### src/rtl/spi_reg_ctrl.sv
// spi_reg_ctrl: command/register controller behind a byte-level SPI slave.
// The first byte of each message is a command; following bytes stream into
// (write) or out of (read) a small configuration register file. The top
// address is read-only and returns live status.
//
// Ports:
//   clk, rst          - system clock, synchronous active-high reset
//   msg_start/msg_end - one-cycle pulses framing a message (SSEL edges)
//   byte_ready/rx_byte- one-cycle pulse with a complete received byte
//   status_in         - live status, readable at address NUM_REGS-1
//   tx_byte           - next byte for the SPI slave to shift out
//   reg_wr_*          - one-cycle pulse + address/data per committed write
//   cfg_flat          - all registers, reg k at [8k+7:8k], top slot reads 0
//   err_cnt           - saturating count of illegal commands
module spi_reg_ctrl #(
    parameter int          NUM_REGS = 16,
    parameter logic [7:0]  ID_BYTE  = 8'hA5,
    parameter logic [7:0]  ERR_BYTE = 8'hEE
) (
    input  logic                  clk,
    input  logic                  rst,
    input  logic                  msg_start,
    input  logic                  msg_end,
    input  logic                  byte_ready,
    input  logic [7:0]            rx_byte,
    input  logic [7:0]            status_in,
    output logic [7:0]            tx_byte,
    output logic                  reg_wr_en,
    output logic [3:0]            reg_wr_addr,
    output logic [7:0]            reg_wr_data,
    output logic [NUM_REGS*8-1:0] cfg_flat,
    output logic [7:0]            err_cnt
);

    localparam int             AW   = (NUM_REGS > 1) ? $clog2(NUM_REGS) : 1;
    localparam logic [AW-1:0]  LAST = AW'(NUM_REGS - 1);

    typedef enum logic [2:0] {IDLE, CMD, WRITE, READ, ERR} state_t;

    state_t        state;
    logic [AW-1:0] ptr;
    logic          ai;
    logic [7:0]    regs [NUM_REGS];

    // Command decode of the current rx_byte (only meaningful in CMD)
    logic          cmd_illegal;
    logic [AW-1:0] cmd_addr;
    logic [AW-1:0] ptr_inc;

    assign cmd_illegal = (rx_byte[5:4] != 2'b00) || (int'(rx_byte[3:0]) >= NUM_REGS);
    assign cmd_addr    = rx_byte[AW-1:0];
    assign ptr_inc     = ptr + AW'(1);

    // Read mux: top address is live status, never the stored slot
    function automatic logic [7:0] rd(input logic [AW-1:0] a);
        return (a == LAST) ? status_in : regs[a];
    endfunction

    for (genvar k = 0; k < NUM_REGS; k++) begin : g_flat
        if (k == NUM_REGS - 1) begin : g_ro
            assign cfg_flat[8*k +: 8] = 8'h00;
        end else begin : g_rw
            assign cfg_flat[8*k +: 8] = regs[k];
        end
    end

    always_ff @(posedge clk) begin
        if (rst) begin
            state       <= IDLE;
            ptr         <= '0;
            ai          <= 1'b0;
            tx_byte     <= 8'h00;
            reg_wr_en   <= 1'b0;
            reg_wr_addr <= 4'h0;
            reg_wr_data <= 8'h00;
            err_cnt     <= 8'h00;
            for (int i = 0; i < NUM_REGS; i++) regs[i] <= 8'h00;
        end else begin
            reg_wr_en <= 1'b0;
            if (msg_start) begin
                // A new message wins over any byte or end pulse this cycle
                state   <= CMD;
                tx_byte <= ID_BYTE;
            end else begin
                if (byte_ready) begin
                    case (state)
                        CMD: begin
                            ptr <= cmd_addr;
                            ai  <= rx_byte[6];
                            if (cmd_illegal) begin
                                state   <= ERR;
                                tx_byte <= ERR_BYTE;
                                if (err_cnt != 8'hFF) err_cnt <= err_cnt + 8'd1;
                            end else if (rx_byte[7]) begin
                                state   <= READ;
                                tx_byte <= rd(cmd_addr);
                            end else begin
                                state   <= WRITE;
                                tx_byte <= 8'h00;
                            end
                        end
                        WRITE: begin
                            if (ptr != LAST) begin
                                regs[ptr]   <= rx_byte;
                                reg_wr_en   <= 1'b1;
                                reg_wr_addr <= 4'(ptr);
                                reg_wr_data <= rx_byte;
                            end
                            if (ai) ptr <= ptr_inc;
                            tx_byte <= rx_byte;   // echo for link check
                        end
                        READ: begin
                            if (ai) begin
                                ptr     <= ptr_inc;
                                tx_byte <= rd(ptr_inc);
                            end else begin
                                tx_byte <= rd(ptr);
                            end
                        end
                        default: ;                // IDLE and ERR ignore bytes
                    endcase
                end
                // Placed after byte handling so a coincident byte is still processed
                if (msg_end) state <= IDLE;
            end
        end
    end

endmodule

### config.mk
export PLATFORM = sky130hd
export DESIGN_NAME = spi_reg_ctrl
export DESIGN_NICKNAME = d
export VERILOG_FILES = /design/src/rtl/spi_reg_ctrl.sv
export SDC_FILE = /design/constraint.sdc
export NUM_CORES = 1
export LEC_CHECK = 0
export ABC_AREA = 1
export CORE_MARGIN = 2
export CORE_UTILIZATION = 28
export CTS_CLUSTER_SIZE = 16
export DETAILED_ROUTE_END_ITERATION = 8
export RECOVER_POWER = 50
export SLEW_MARGIN = 10
export SYNTH_ARGS = -nofsm -noshare
export SYNTH_HDL_FRONTEND = slang
export SYNTH_SLANG_ARGS = --single-unit
### constraint.sdc
create_clock -name clk -period 6.65 [get_ports clk]
set_input_delay 0.9975 -clock clk [delete_from_list [all_inputs] [get_ports clk]]
set_output_delay 0.9975 -clock clk [all_outputs]
set_load 0.05 [all_outputs]
* Word-level counts from Yosys, hierarchy flattened
Memories as Yosys holds them, arrays and structs flattened. A register that Yosys moved wholly into a read port is not among the register bits. Index checks and enable logic that the tools add are counted.
Cells by class: add/subtract/negate cells 2, eq/ne operators 9, mux-type cells 30, bitwise operators 1, reduce and logical (&&, ||, !) cells 19
Operators with widths (count):
- $mux 8 | 9
- $pmux 8 s3 | 1
- $mux 4 | 4
- $mux 1 | 14
- $eq 4x4->1 const B | 3
- $reduce_bool 3->1 | 3
- $add 8x1->8 const B | 1
- $ne 8x8->1 const B | 1
- $pmux 4 s2 | 1
- $reduce_and 2->1 | 4
- $reduce_and 4->1 | 2
- $reduce_or 8->1 | 1
- $eq 3x2->1 const B | 2
- $reduce_bool 2->1 | 3
- $reduce_and 5->1 | 1
- $add 4x1->4 const B | 1
- $ne 4x4->1 const B | 1
- $reduce_bool 4->1 | 1
- $reduce_or 2->1 | 2
- $eq 3x1->1 const B | 1
- $mux 3 | 1
- $reduce_and 3->1 | 1
- $reduce_or 3->1 | 1
- $ne 2x1->1 const B | 1
- $not 1->1 | 1
Word-level totals: register bits 37, memory bits (writable) 128, input port bits 21, logic and storage cells 72, memories kept 1
Memories:
- regs | depth 16, width 8, read ports 18, clocked after memory_dff 1, write ports 16, line 43 | logic [7:0] regs [NUM_REGS];

* Longest topological paths before layout
Gate-level depths: netlist (run 1).
word-level depth 9, mapped depth 17, gate-level depth less buffers 14

* Worst setup path after synthesis (run 1)
No wires, ideal clock.
kind input to register, from in byte_ready, to mem regs[10][0], enable pin, arrival time 2.118 ns, required time 6.321 ns, setup slack 4.203 ns, stages 8, buffers on the path 0, cell sequence inv_1 -> nor2_1 -> nand3_4 -> nor2_8 -> inv_4 -> nor2_8 -> nand2_4 -> nand2_1
RTL lines:
- from (decl) | line 24 | input logic byte_ready,
- to (decl) | line 43

==> impl_metrics.ini, run 1 <==
[routing]
num_vias = 11117
drt_iter0_drc = 1517
wl_per_cell_um = 21.86
wl_um = 46110
drc = 0
firstDrtPassIters = 6
ant_nets = 0
vias_per_cell = 5.271

[grt]
gr-total-overflow = 0
antenna_found_initial = 4
grt_max_degree = 101
grt_use_total_pct = 22.94
grt_pass1_wl_um = 66570
grt_pass1_vias = 10284

[pwr]
p_sw_mw = 0.9390
irDropWorstVdd_uv = 181.1
netSwitchingFraction_pct = 34.22
sequentialPowerShare_pct = 44.6
p_int_mw = 1.805
power.share.clock_pct = 37.1
p_leak_nw = 5.577
p_per_area_nw_per_um2 = 208.7
power_frac_comb_pct = 18.3

[clock_tree]
cts_buffers = 17
cts_setup_buffers = 0
tritoncts = done
root_buffer = clkbuf_16
cts_sinks = 169
clk_pin_slew_ps = 80
cts_resized = 0
clockBufferDepth = 2
htree_levels = 4
clk_latency_ps = 450
cts_hold_buf = 0

[critical_path]
slowest_stage = nor2_1
r2r_end = regs[4][4]
ff2ff_setup_slack_ps = 2040
crit_type = input port to flop
worst-path-stages = 8
endpoint_kind = flop
arrival_ps = 4920
start_kind = input port
critPathRequiredTime_ps = 6760
cp_max_fo = 25
worst-path-buf-inv = 2
crit_chain = dlygate4sd3_1 -> nor2_1 -> nand3_1 -> nor2_1 -> inv_4 -> nor2_1 -> nand2_1 -> nand2_1
crit_family = simple AND/OR/NAND/NOR gates
cpPeakStageDelay_ps = 970
rr_worst_depth = 10
critPathMostFrequentCell = nor2_1
timing.rr.start = ptr[1]

[place]
dpl_cell_area_um2 = 12650
hpwl_um = 32530
gp_congestion = 0.9541
io_buffers = 169

[run_status]
status = complete, no violations

[sta]
slew_headroom_pct = 19.36
worstMarginPinSlew_ps = 1208
rsz0062_at_grt = no
fmax_mhz = 208.1
finalHoldViolations = 0
skew_ps = 18.63
final_max_slew_viol_count = 0
period_minus_slack_ps = 4805
finalSetupViolCount = 0
finalSetupTns_ps = 0
fin_crit_sh_pct = 72.26

[floorplan]
core_area_um2 = 37580
die_w_um = 199.2
initial_core_util_pct = 28.39
placementRows = 71
die_h_um = 199.2
ios = 178
fp.dieArea_um2 = 39670

[flow_run]
cap_violations = 0

[synth]
seq_area_frac_synth_pct = 43.73
async_flop_share_pct = 0
synth-seq-cells = 169
ys.flop_type = edfxtp_1
synth_edf_count = 128
yosys.area.top_type = edfxtp_1
yosys_warnings = 0
syn_area_per_cell_um2 = 7.261
synth_area_um2 = 10670
yosysTopAreaCellShare_pct = 36.04
syn_inst = 1469
synth.area.top_cells = edfxtp_1, nand2_1, nand3_1, dfxtp_1, nor2_1
yosysUniqueCellTypes = 38

[layout]
diodes = 0
drive_gt1_share_pct = 5.257
final_area_um2 = 13150
fin_nets = 1612
fillers = 3962
area_growth_syn_to_layout_pct = 23.26

[worst_hold_path]
hold_path_depth = 2
hp-start = reg_wr_data[7]
whs_endpoint = reg_wr_data[7]
hp-class = flop to flop
[cells in the mapped netlist, types with 6 or more instances]
library cell and instances:
a21oi_1 108, buf_2 42, buf_4 17, clkbuf_1 40, dfxtp_1 41, edfxtp_1 128, ha_1 6, inv_1 124
inv_2 6, nand2_1 340, nand2_4 13, nand3_1 223, nor2_1 194, o211ai_1 19, o21ai_0 124
[tightest hold or removal path, cell delays in order (launching register included)]
cell and delay [ps]:
dfxtp_1 310, inv_1 40, a21oi_1 50
[kinds of logic (layout without fill, tap and decap cells)]
family                   Yosys count  after routing  share of synthesized area [%]
buffers and inverters            236            350                          9.560
AND/OR/NAND/NOR                  798            798                          33.14
flip-flops                       169            169                          43.73
adder cells (fa/ha/maj)            6              6                         0.7038
other                              1             16                        0.03516
XOR/XNOR                           2              2                         0.2347
AO/OA/AOI/OAI                    257            257                          12.60
[routing by layer]
metal / routed length, um / part of all wire, % / track usage (%)
met5: 13 / 0.028 / 0
met3: 4931 / 11 / 4.371
met2: 20800 / 45 / 36.24
met4: 2276 / 4.9 / 11.50
met1: 18090 / 39 / 29.97
[worst max path at each step]
stage,from,endpoint,slack (ps)
finish,msg_start,regs[4][4],1840
global route,msg_start,regs[4][4],1650
CTS,msg_start,regs[14][2],3570
detailed placement,msg_start,regs[14][7],3110
global placement,msg_start,regs[6][1],3180
floorplan,byte_ready,regs[10][0],4200
[area by class of cell]
type | count | area, um^2 | share of cell area [%]
multi-input cells | 1079 | 4941 | 37.58
flip-flops and latches | 169 | 4668 | 35.51
repair buffers | 185 | 1798 | 13.68
well taps | 511 | 639.4 | 4.863
inverters | 133 | 501.7 | 3.816
clock buffers | 17 | 425.4 | 3.236
clock inverters | 15 | 173.9 | 1.323
[power groups by stage]
stage	combinational (mW)	sequential (mW)	clock, mW
after floorplan	0.241	1.32	0
after global placement	0.500	1.25	0
after detailed placement	0.503	1.25	0
after CTS	0.506	1.22	1.03
after global routing	0.536	1.23	1.07
final	0.502	1.22	1.02
[cells in the final DEF, fill, tap and decap left out, drive strengths merged, types with 17 or more instances in the layout]
master | Yosys | layout
edfxtp | 128 | 128
nor2 | 203 | 203
a21oi | 108 | 108
buf | 63 | 17
clkbuf | 40 | 18
nand2 | 354 | 354
o21ai | 125 | 125
clkdlybuf4s50 | 0 | 31
inv | 131 | 137
dlygate4sd3 | 0 | 136
dfxtp | 41 | 41
o211ai | 19 | 19
nand3 | 226 | 226
[stage by stage]
stage / hold WS (ps) / std cells / utilization [%] / worst slack, ps / power (mW)
after floorplan: 468.0 / 1484 / - / 4203 / 1.557
after global placement: 438.2 / 2077 / 33.66 / 3179 / 1.748
after detailed placement: 442.9 / 2077 / 33.66 / 3109 / 1.750
after CTS: 454.4 / 2109 / 35.26 / 3567 / 2.755
after global routing: 465.8 / 2109 / 34.99 / 1654 / 2.828
final: 446.1 / 2109 / 34.99 / 1845 / 2.744
[flip-flops by register name, summed over array words and instances, names as in the netlist, named ones only]
register / cells
ptr: 4
state: 3
ai: 1
err_cnt: 8
reg_wr_data: 8
reg_wr_en: 1
regs: 128
reg_wr_addr: 4
tx_byte: 8
Note: power is estimated with default switching activity, not from simulation.
==> run 2: changes to the inputs <==
- clock period: 6.65 -> 4.9 ns (I/O delays scaled with it)
==> impl_metrics.ini, run 2 (synthesis gave the netlist of run 1 again) <==
[critical_path]
cp-startpoint = ptr[1]
critPathRequiredTime_ps = 5000
crit_type = flop to flop
crit_family = simple AND/OR/NAND/NOR gates
r2r_end = regs[6][7]
cp_max_fo = 25
timing.rr.start = ptr[1]
arrival_ps = 3850
ff2ff_setup_slack_ps = 1150
worst-path-buf-inv = 3
start_kind = flop
rr_worst_depth = 10
endpoint_kind = flop
cpPeakStageDelay_ps = 730
slowest_stage = nand3_1
crit_chain = ha_1 -> inv_1 -> nor2_4 -> inv_1 -> nand3_1 -> nor2_8 -> inv_4 -> nor2_8 -> nand2_4 -> nand2_1
worst-path-stages = 10

[worst_hold_path]
hp-class = flop to flop
hold_path_depth = 2
whs_endpoint = reg_wr_addr[3]
hp-start = reg_wr_addr[3]

[layout]
regArea_um2 = 4667
drive_gt1_share_pct = 5.743
regMostFlops = regs
fillers = 3944
mostFrequentLayoutCells = nand2_1, nand3_1, nor2_1, dlygate4sd3_1, edfxtp_1
diodes = 0
multiInputGateArea_um2 = 5021
final_area_um2 = 13270
mostFrequentLayoutCell = nand2_1
fin_nets = 1617
area_growth_syn_to_layout_pct = 24.43
largest_register_ffs = 128

[clock_tree]
root_buffer = clkbuf_16
tritoncts = done
cts_resized = 0
cts_hold_buf = 0
cts_setup_buffers = 0
cts_sinks = 169
clockBufferDepth = 2
cts_buffers = 17
clk_pin_slew_ps = 70
clk_latency_ps = 450
htree_levels = 4

[grt]
grt_pass1_wl_um = 67090
grt_pass1_vias = 10154
antenna_found_initial = 0
grt_use_total_pct = 23.23
grt_max_degree = 99
gr-total-overflow = 0

[routing]
vias_per_cell = 5.249
wl_per_cell_um = 21.99
drc = 0
drt_iter0_drc = 1471
num_vias = 11092
ant_nets = 0
wl_um = 46460
firstDrtPassIters = 8

[sta]
fin_crit_sh_pct = 76.58
finalSetupViolCount = 0
whs_ps = 447.7
skew_ps = 23.65
rsz0062_at_grt = no
worstMarginPinSlew_ps = 1296
final_max_slew_viol_count = 0
fmax_mhz = 266.5
finalHoldViolations = 0
slew_headroom_pct = 13.51
period_minus_slack_ps = 3752
fin_ws_ps = 1148
finalSetupTns_ps = 0

[place]
io_buffers = 169
pre_cts_slack_ps = 1444
dpl_cell_area_um2 = 12690
hpwl_um = 32670
gp_congestion = 0.9151

[run_status]
status = complete, no violations

[pwr]
power.share.clock_pct = 37.6
p_int_mw = 2.495
power_mw = 3.766
irDropWorstVdd_uv = 259.5
p_per_area_nw_per_um2 = 283.7
power_frac_comb_pct = 18.4
sequentialPowerShare_pct = 44.0
p_leak_nw = 5.740
netSwitchingFraction_pct = 33.74
p_sw_mw = 1.271

[floorplan]
initial_core_util_pct = 28.39
ios = 178
die_h_um = 199.2
fp.dieArea_um2 = 39670
placementRows = 71
core_area_um2 = 37580
die_w_um = 199.2

[flow_run]
cap_violations = 0
run 2: worst min-delay path: stages (launching register included):
cell and delay, ps:
dfxtp_1 310, inv_1 50, a21oi_1 50
run 2: stage by stage:
stage	util [%]	std cells
2_1_floorplan	-	1484
6_report	35.32	2113
3_3_place_gp	33.76	2082
3_5_place_dp	33.76	2082
4_1_cts	35.37	2113
5_1_grt	35.32	2113
run 2: worst max-delay path by stage:
stage	to	slack, ps
final	regs[6][7]	1150
after global routing	regs[2][5]	900
after CTS	regs[9][1]	1910
after detailed placement	regs[9][1]	1440
after global placement	regs[12][5]	1500
after floorplan	tx_byte[0]	2660
run 2: layout make-up:
class	count	area share, %
clock buffers	17	3.205
clock inverters	14	1.348
inverters	133	3.780
multi-input cells	1079	37.83
flip-flops and latches	169	35.16
well taps	511	4.817
repair buffers	190	13.86
run 2: power groups by stage:
| stage | clock (mW) | combinational (mW) | sequential [mW] |
|---|---|---|---|
| 2_1_floorplan | 0 | 0.328 | 1.79 |
| 3_3_place_gp | 0 | 0.686 | 1.69 |
| 3_5_place_dp | 0 | 0.692 | 1.69 |
| 4_1_cts | 1.41 | 0.695 | 1.66 |
| 5_1_grt | 1.47 | 0.738 | 1.66 |
| 6_report | 1.42 | 0.693 | 1.66 |
run 2: routing by layer:
layer	vias to the layer above	global-route usage, %	share of wire, %
met5	-	0	0
met4	0	10.31	4.0
met3	96	3.578	9.9
met2	723	37.19	46
met1	5193	30.98	40
li1	5080	-	-
==> run 3: changes to the inputs <==
- clock period: 4.9 -> 3.3 ns (I/O delays scaled with it)
==> impl_metrics.ini, run 3 (synthesis gave the netlist of run 1 again) <==
[pwr]
irDropWorstVdd_uv = 381.1
netSwitchingFraction_pct = 33.95
sequentialPowerShare_pct = 44.7
p_int_mw = 3.629
power.share.clock_pct = 36.0
p_sw_mw = 1.865
power_frac_comb_pct = 19.3
p_per_area_nw_per_um2 = 413.2
p_leak_nw = 5.615

[routing]
num_vias = 11250
ant_nets = 0
wl_um = 46640
vias_per_cell = 5.279
firstDrtPassIters = 7
wl_per_cell_um = 21.89
drc = 0
drt_iter0_drc = 1602

[sta]
finalSetupTns_ps = 0
rsz0062_at_grt = no
fmax_mhz = 353.8
skew_ps = 17.16
finalSetupViolCount = 0
worstMarginPinSlew_ps = 1129
slew_headroom_pct = 24.66
final_max_slew_viol_count = 0
fin_crit_sh_pct = 85.64
finalHoldViolations = 0
period_minus_slack_ps = 2826

[clock_tree]
cts_hold_buf = 0
tritoncts = done
clk_latency_ps = 450
root_buffer = clkbuf_16
cts_sinks = 169
clk_pin_slew_ps = 80
clockBufferDepth = 2
cts_resized = 0
cts_setup_buffers = 0
htree_levels = 4
cts_buffers = 17

[critical_path]
start_kind = flop
arrival_ps = 3220
critPathRequiredTime_ps = 3690
crit_type = flop to flop
cp_max_fo = 18
endpoint_kind = flop
rr_worst_depth = 13

[place]
hpwl_um = 33600
dp_cells = 2099
gp_congestion = 0.9423
io_buffers = 169

[worst_hold_path]
hp-class = flop to flop
hold_path_depth = 2

[layout]
area_growth_syn_to_layout_pct = 24.66
instances_no_fill = 2131
fillers = 3898
postLayoutCoreUtil_pct = 35.38
mostFrequentLayoutCell = nand2_1
drive_gt1_share_pct = 5.741
largest_register_ffs = 128
multiInputGateArea_um2 = 4941
regArea_um2 = 4667
regMostFlops = regs
fin_nets = 1634
mostFrequentLayoutCells = nand2_1, nand3_1, nor2_1, edfxtp_1, inv_1
diodes = 0

[floorplan]
die_w_um = 199.2
fp.dieArea_um2 = 39670
die_h_um = 199.2
initial_core_util_pct = 28.39
core_area_um2 = 37580
placementRows = 71
ios = 178

[grt]
antenna_found_initial = 0
grt_pass1_vias = 10338
gr-total-overflow = 0
grt_pass1_wl_um = 67360
grt_max_degree = 89
grt_use_total_pct = 23.26

[run_status]
status = complete, no violations

[flow_run]
cap_violations = 0
## run 3: changes by cell type in the layout (fill, tap and decap cells not counted), moves of 4 or more
cell,change
clkdlybuf4s50_1,+26
dlygate4sd3_1,-26
nand2_4,-12
nand2_1,+12
buf_4,+9
inv_6,+4
## run 3: per-layer routing
layer,vias up,GRT usage [%],wire (um)
met5,-,0,0
met4,0,10.75,1976
met3,115,5.502,5484
met2,757,36.61,21210
met1,5260,30.16,17970
li1,5118,-,-
## run 3: path summary, 6_finish.rpt
check	start	endpoint	slack, ps
setup / recovery	ptr[1]	tx_byte[6]	470
hold reg to reg	reg_wr_data[3]	reg_wr_data[3]	450
hold / removal	reg_wr_data[3]	reg_wr_data[3]	450
setup reg to reg	ptr[1]	tx_byte[6]	470
## run 3: worst max-delay path, stage by stage, from the launching register on
cell	delay [ps]
dfxtp_1	470
ha_1	320
inv_1	120
nand2_1	130
nand2_4	200
inv_1	580
nand3_1	170
nand3_1	120
nand3_1	210
nand2_1	130
nand2_1	60
nor2_1	130
nor2_1	50
nor2_1	70
## run 3: power by group through the flow
stage          combinational [mW]  sequential (mW)  clock (mW)
2_1_floorplan               0.486             2.65           0
3_3_place_gp                 1.05             2.50           0
3_5_place_dp                 1.06             2.50           0
4_1_cts                      1.06             2.45        1.98
5_1_grt                      1.12             2.46        2.06
6_report                     1.06             2.45        1.98
## run 3: cell type report
type                       instances  share of cell area, %
clock buffer                      17                  3.199
clock inverter                    15                 0.9880
inverter                         133                  3.773
multi-input combinational       1079                  37.16
sequential                       169                  35.10
tap                              511                  4.809
timing repair buffer             207                  14.97
## run 3: through the flow
step,hold slack [ps],instance area (um^2),setup WS (ps),power [mW]
final,451.6,13300,473.9,5.494
after global routing,482.9,13300,345.5,5.645
after CTS,457.1,13410,820.2,5.496
after detailed placement,441.8,12850,552.2,3.556
after global placement,432.7,12850,607.8,3.551
after floorplan,468.0,10720,1061,3.137
